`src/rtl/alu_pkg.sv`:
```
// Shared definitions for the iterative ALU and its control decoder.
//   alu_op_e    : 4-bit operation codes driven on alu_control
//   alu_state_e : sequencer states (idle vs. multi-cycle shift)
//   is_shift_op : true for the codes that iterate one bit per cycle
package alu_pkg;

    localparam int unsigned OpW = 4;

    typedef enum logic [OpW-1:0] {
        OpAnd = 4'd0,
        OpOr  = 4'd1,
        OpAdd = 4'd2,
        OpSll = 4'd3,
        OpSrl = 4'd4,
        OpSub = 4'd6,
        OpSlt = 4'd7
    } alu_op_e;

    typedef enum logic [0:0] {
        StIdle  = 1'b0,
        StShift = 1'b1
    } alu_state_e;

    function automatic logic is_shift_op(input logic [OpW-1:0] op);
        return (op == OpSll) || (op == OpSrl);
    endfunction

endpackage

```
`src/rtl/alu_iter_if.sv`:
```
// Request/result bundle of the iterative ALU.
//   master : drives start, abort, alu_control, operand_a, operand_b;
//            observes alu_out, zero, busy, done
//   slave  : the ALU side (directions reversed)
interface alu_iter_if #(
    parameter int unsigned DATA_W = 32
);
    import alu_pkg::*;

    logic              start;
    logic              abort;
    logic [OpW-1:0]    alu_control;
    logic [DATA_W-1:0] operand_a;
    logic [DATA_W-1:0] operand_b;
    logic [DATA_W-1:0] alu_out;
    logic              zero;
    logic              busy;
    logic              done;

    modport master (
        output start, abort, alu_control, operand_a, operand_b,
        input  alu_out, zero, busy, done
    );

    modport slave (
        input  start, abort, alu_control, operand_a, operand_b,
        output alu_out, zero, busy, done
    );

endinterface

```
`src/rtl/alu_comb_unit.sv`:
```
// Combinational single-cycle datapath of the iterative ALU.
//   op_i     : operation code (alu_pkg::alu_op_e values)
//   a_i, b_i : operands
//   result_o : result; 0 for undefined codes
module alu_comb_unit
    import alu_pkg::*;
#(
    parameter int unsigned DATA_W = 32
) (
    input  logic [OpW-1:0]    op_i,
    input  logic [DATA_W-1:0] a_i,
    input  logic [DATA_W-1:0] b_i,
    output logic [DATA_W-1:0] result_o
);

    always_comb begin
        result_o = '0;
        case (op_i)
            OpAnd: result_o = a_i & b_i;
            OpOr:  result_o = a_i | b_i;
            OpAdd: result_o = a_i + b_i;
            OpSub: result_o = a_i - b_i;
            OpSlt: result_o[0] = $signed(a_i) < $signed(b_i);
            // Only reached for a zero shift amount; non-zero shifts iterate in the top.
            OpSll,
            OpSrl: result_o = a_i;
            default: result_o = '0;
        endcase
    end

endmodule

```
`src/rtl/alu_iter.sv`:
```
// Iterative ALU: logic/arithmetic ops complete in one cycle, shifts by n>0
// take one cycle per bit position and can be aborted while in flight.
//   clk   : clock, all state on rising edge
//   rst_n : synchronous active-low reset
//   bus   : alu_iter_if slave (start/abort/opcode/operands in;
//           alu_out/zero/busy/done out)
module alu_iter
    import alu_pkg::*;
#(
    parameter int unsigned DATA_W = 32
) (
    input logic       clk,
    input logic       rst_n,
    alu_iter_if.slave bus
);

    localparam int unsigned ShW = $clog2(DATA_W);

    alu_state_e        state_q, state_d;
    logic [DATA_W-1:0] acc_q, acc_d;
    logic [ShW-1:0]    cnt_q, cnt_d;
    logic              dir_right_q, dir_right_d;
    logic [DATA_W-1:0] alu_out_q, alu_out_d;
    logic              done_q, done_d;

    logic [DATA_W-1:0] comb_result;
    logic [ShW-1:0]    shamt;
    logic [DATA_W-1:0] acc_shifted;

    alu_comb_unit #(
        .DATA_W (DATA_W)
    ) u_comb (
        .op_i     (bus.alu_control),
        .a_i      (bus.operand_a),
        .b_i      (bus.operand_b),
        .result_o (comb_result)
    );

    assign shamt       = bus.operand_b[ShW-1:0];
    assign acc_shifted = dir_right_q ? (acc_q >> 1) : (acc_q << 1);

    always_comb begin
        state_d     = state_q;
        acc_d       = acc_q;
        cnt_d       = cnt_q;
        dir_right_d = dir_right_q;
        alu_out_d   = alu_out_q;
        done_d      = 1'b0;

        unique case (state_q)
            StIdle: begin
                // abort is meaningless here; start alone decides
                if (bus.start) begin
                    if (is_shift_op(bus.alu_control) && (shamt != '0)) begin
                        acc_d       = bus.operand_a;
                        cnt_d       = shamt;
                        dir_right_d = (bus.alu_control == OpSrl);
                        state_d     = StShift;
                    end else begin
                        alu_out_d = comb_result;
                        done_d    = 1'b1;
                    end
                end
            end
            StShift: begin
                // abort wins over the completing shift; alu_out is left alone
                if (bus.abort) begin
                    state_d = StIdle;
                end else begin
                    acc_d = acc_shifted;
                    cnt_d = cnt_q - 1'b1;
                    if (cnt_q == ShW'(1)) begin
                        alu_out_d = acc_shifted;
                        done_d    = 1'b1;
                        state_d   = StIdle;
                    end
                end
            end
            default: state_d = StIdle;
        endcase
    end

    always_ff @(posedge clk) begin
        if (!rst_n) begin
            state_q     <= StIdle;
            acc_q       <= '0;
            cnt_q       <= '0;
            dir_right_q <= 1'b0;
            alu_out_q   <= '0;
            done_q      <= 1'b0;
        end else begin
            state_q     <= state_d;
            acc_q       <= acc_d;
            cnt_q       <= cnt_d;
            dir_right_q <= dir_right_d;
            alu_out_q   <= alu_out_d;
            done_q      <= done_d;
        end
    end

    assign bus.alu_out = alu_out_q;
    assign bus.zero    = (alu_out_q == '0);
    assign bus.busy    = (state_q == StShift);
    assign bus.done    = done_q;

endmodule

```
`src/flat_wrapper.sv`:
```
// flat-port wrapper written by rule: the top's interface ports become plain ports
module alu_iter_flat import alu_pkg::*;
#(
    parameter int unsigned DATA_W = 32
)
  (clk, rst_n, bus_start, bus_abort, bus_alu_control, bus_operand_a, bus_operand_b, bus_alu_out, bus_zero, bus_busy, bus_done);
  alu_iter_if #(.DATA_W(DATA_W)) bus_i ();
  input logic clk;
  input logic rst_n;
  input wire logic [$bits(bus_i.start)-1:0] bus_start;
  input wire logic [$bits(bus_i.abort)-1:0] bus_abort;
  input wire logic [$bits(bus_i.alu_control)-1:0] bus_alu_control;
  input wire logic [$bits(bus_i.operand_a)-1:0] bus_operand_a;
  input wire logic [$bits(bus_i.operand_b)-1:0] bus_operand_b;
  output wire logic [$bits(bus_i.alu_out)-1:0] bus_alu_out;
  output wire logic [$bits(bus_i.zero)-1:0] bus_zero;
  output wire logic [$bits(bus_i.busy)-1:0] bus_busy;
  output wire logic [$bits(bus_i.done)-1:0] bus_done;
  assign bus_i.start = bus_start;
  assign bus_i.abort = bus_abort;
  assign bus_i.alu_control = bus_alu_control;
  assign bus_i.operand_a = bus_operand_a;
  assign bus_i.operand_b = bus_operand_b;
  assign bus_alu_out = bus_i.alu_out;
  assign bus_zero = bus_i.zero;
  assign bus_busy = bus_i.busy;
  assign bus_done = bus_i.done;
  alu_iter #(.DATA_W(DATA_W)) u_core (.clk(clk), .rst_n(rst_n), .bus(bus_i));
endmodule
```
`config.mk`:
```
export PLATFORM = sky130hd
export DESIGN_NAME = alu_iter_flat
export DESIGN_NICKNAME = d
export VERILOG_FILES = /design/src/rtl/alu_pkg.sv /design/src/rtl/alu_iter_if.sv /design/src/rtl/alu_comb_unit.sv /design/src/rtl/alu_iter.sv /design/src/flat_wrapper.sv
export SDC_FILE = /design/constraint.sdc
export NUM_CORES = 1
export LEC_CHECK = 0
export ABC_AREA = 1
export BUFFER_PORTS_ARGS = -buffer_cell sky130_fd_sc_hd__buf_2
export CAP_MARGIN = 20
export CORE_UTILIZATION = 46
export CTS_CLUSTER_SIZE = 30
export DETAILED_ROUTE_END_ITERATION = 8
export PLACE_DENSITY_LB_ADDON = 0.12
export SETUP_SLACK_MARGIN = 0.2
export SYNTH_ARGS = -nofsm -noshare
export SYNTH_HDL_FRONTEND = slang
export SYNTH_HIERARCHICAL = 1
export SYNTH_SLANG_ARGS = --single-unit
```
`constraint.sdc`:
```
create_clock -name clk -period 2.15 [get_ports clk]
set_input_delay 0.3225 -clock clk [delete_from_list [all_inputs] [get_ports clk]]
set_output_delay 0.3225 -clock clk [all_outputs]
set_load 0.005 [all_outputs]
```
==> reports/results.ini <==
[clocking]
root_buffer = clkbuf_16
cts_num_sinks = 72
clk_pin_slew_ns = 0.06
clockBufferDepth = 2
insertion_delay_ns = 0.34
cts-buffers-inserted = 9
cts_max_level = 3
cts_tree = built

[sta]
fmax_mhz = 457
slew-limit-headroom = 0.475
hold_violations = 0
clock_skew_ns = 0.00651
worstMarginPinSlew_ns = 0.787
finalCriticalPeriod_ns = 2.19
fin_crit_sh = 1.02
setup_ws_ns = -0.0405
slew_viol_final = 0
fin_setup_tns_ns = -0.109
setup_viol = 7
rsz0062_at_grt = true

[global_routing]
busiest_layer = met2
track_usage = 0.358
overflow = 0
grt_util_met1 = 0.489
use_met3 = 0.0318
grt_pass1_vias = 13000
grt_pass1_wl_um = 68300
grt_util_met2 = 0.596
antenna_found_initial = 1
grt_max_degree = 73

[setup_path]
cp_top_family = simple AND/OR/NAND/NOR gates
crit_type = input port to register
cp_slowest_cell = o211ai_1
cp_slowest_stage_delay_ns = 0.25
critPathLaunchType = input port
cp.arrival_ns = 2.47
r2r_cells = 7
end_kind = register
crit_cells = 18
required_ns = 2.42
timing.reg2reg.setup_slack_ns = 0.39
timing.critical_path.buf_inv = 3
crit_chain = buf_8 -> buf_6 -> buf_4 -> ha_2 -> nand2_1 -> nand2_1 -> nand2_2 -> nand3_4 -> nand2_1 -> nand2_1 -> a21oi_1 -> o21ai_0 -> o211ai_1 -> nand2_1 -> a21boi_2 -> nand3_1 -> nand2_1 -> nor2_1
crit_top_cell = nand2_1
worst-path-max-fanout = 4

[floorplanning]
row_count = 56
io_pins = 107
die_w_um = 157
die_h_um = 157
core_region_area_sq_um = 23500
die_area_sq_um = 24500
start_util = 0.469

[layout]
seqCellArea_sq_um = 1440
drive_gt1_frac = 0.360
syn2layout_area_growth_pct = 49.5
n_antenna_cell = 0
fin_nets = 2577
multi_input_area_sq_um = 9590
fill_cells = 2135

[routing]
drt_iter0_markers = 1222
ant_nets = 0
drt_wl_total_um = 44400
firstDrtPassIters = 5
via_count = 14300
via_per_inst = 5.25
avgRoutedWirePerCell_um = 16.4
drc = 0

[outcome]
violations = setup timing
outcome = finished, violations left

[hold_path]
whs_path_depth = 5
hp-class = input port to register

[synthesis]
yosysUniqueCellTypes = 51
yosysTopAreaCell = nand2_1
synth_cells = 2050
async_flop_share = 0
synth_area_sq_um = 11000
synth-edff-count = 0
synth_seq_area_share = 0.131
postSynthAreaPerCell_sq_um = 5.37
yosys.area.top_type_share = 0.234
syn_nets = 2234
synth_seq_cells = 72
synth_area_leaders = nand2_1 (23%), dfxtp_1 (13%), ha_1 (13%)
ys_warn_count = 6
yosys_most_used_dff = dfxtp_1

[placed_design]
dpl.hpwl_um = 34800
pre_cts_slack_ns = -0.649
io_buffer_count = 106
place.gp.congestion = 0.988

[run]
drv_cap = 0

[power]
p_switching_uw = 2760
p_seq_frac = 0.222
p_int_uw = 4010
pwr-share-clk = 0.236
combPwrFrac = 0.542
swShare = 0.408
irDropWorstVdd_mv = 0.470
power.density_nw_per_um2 = 412
power_leakage_uw = 0.00890

[worst register-to-register path, delay by kind of cell (launching register included)]
kind                   cells  cell delay, ns
AND/OR/NAND/NOR            5            0.80
buffers and inverters      2            0.57
flip-flops                 1            0.32
[registers in the layout (all words and copies together), names as in the netlist]
name                flops
u_core/acc_q           32
u_core/bus.alu_out     32
u_core/bus.busy         1
u_core/bus.done         1
u_core/cnt_q            5
u_core/dir_right_q      1
[final timing paths]
kind,start,to
max,bus_operand_b[1],u_core/bus.alu_out[9]
min,bus_operand_a[0],u_core/acc_q[0]
max reg2reg,u_core/bus.busy,u_core/cnt_q[4]
min reg2reg,u_core/bus.alu_out[29],u_core/bus.alu_out[29]
[repair_timing]
| item | 4_1_cts | 5_1_grt |
|---|---|---|
| resized for setup | 259 | 122 |
| hold buffers | 0 | 0 |
| pin swaps | 82 | 61 |
| endpoints found under the setup margin | 32 | 32 |
| buffers inserted | 8 | 10 |
[kinds of logic (layout without fill, tap and decap cells)]
family | count (synthesis) | count (layout) | share of synthesized area
simple gates | 1144 | 1144 | 0.430
fa+ha+maj | 112 | 112 | 0.129
compound gates | 266 | 266 | 0.141
mux | 2 | 2 | 0.00182
flops | 72 | 72 | 0.131
buf+inv | 450 | 798 | 0.165
xor+xnor | 4 | 4 | 0.00318
[Yosys cell counts (10+ instances only)]
cell / number
inv_1: 349
o22ai_1: 19
clkbuf_1: 42
buf_2: 22
dfxtp_1: 72
a221oi_1: 10
a21oi_1: 129
nor2_1: 197
o21ai_0: 50
nand2_1: 686
ha_1: 110
a21boi_0: 15
nand4_1: 13
nand3_1: 199
nor3_1: 14
a21boi_1: 15
buf_4: 16
[layout by cell type, fill, tap and decap left out, types with 4 or more instances in the layout]
cell	count
buf_12	14
dfxtp_1	70
buf_8	7
nor2_4	34
nand3_2	38
nor2_2	23
nor3_1	10
nand3_1	157
o21ai_1	5
clkbuf_16	9
nand2_1	566
nand3b_1	4
nor2_1	148
a221oi_1	9
a21oi_4	6
a21boi_0	4
nand3_4	8
o21bai_1	4
o21ai_0	41
nand2_4	34
o22ai_1	19
buf_2	89
nor3_2	6
a21boi_1	12
o21ai_2	4
inv_4	10
ha_2	6
inv_2	66
buf_6	29
a21oi_1	104
ha_1	72
ha_4	32
buf_4	289
nand4_1	13
inv_1	276
a21oi_2	21
nand2_2	89
a21boi_2	13
[per-stage QoR]
step | hold WS, ns | power, uW | util | cells | instance area [sq um]
final | 0.385 | 6770 | 0.701 | 2717 | 16400
after global routing | 0.465 | 7150 | 0.701 | 2717 | 16400
after CTS | 0.385 | 6530 | 0.678 | 2707 | 15900
after detailed placement | 0.488 | 4620 | 0.620 | 2683 | 14600
after global placement | 0.475 | 4570 | 0.620 | 2683 | 14600
after floorplan | 0.478 | 3350 | - | 2050 | 11700
[power by group through the flow]
stage | logic [uW] | clock network (uW) | registers (uW)
floorplan | 1830 | 0 | 1510
global placement | 3050 | 0 | 1520
detailed placement | 3100 | 0 | 1520
CTS | 3420 | 1610 | 1490
global route | 3970 | 1660 | 1510
finish | 3670 | 1600 | 1500
[area by class of cell]
class / instances / area share
multi-input combinational: 1528 / 0.583
timing repair buffer: 428 / 0.202
clock inverter: 6 / 0.00510
sequential: 72 / 0.0878
tap: 319 / 0.0243
inverter: 354 / 0.0831
clock buffer: 10 / 0.0139
[layer usage]
metal | wire length (um) | up-vias
met5 | 0 | -
met4 | 1150 | 0
met3 | 2910 | 78
met2 | 20400 | 545
met1 | 20000 | 6563
li1 | - | 7083
Power figures use the tool's default switching activity.
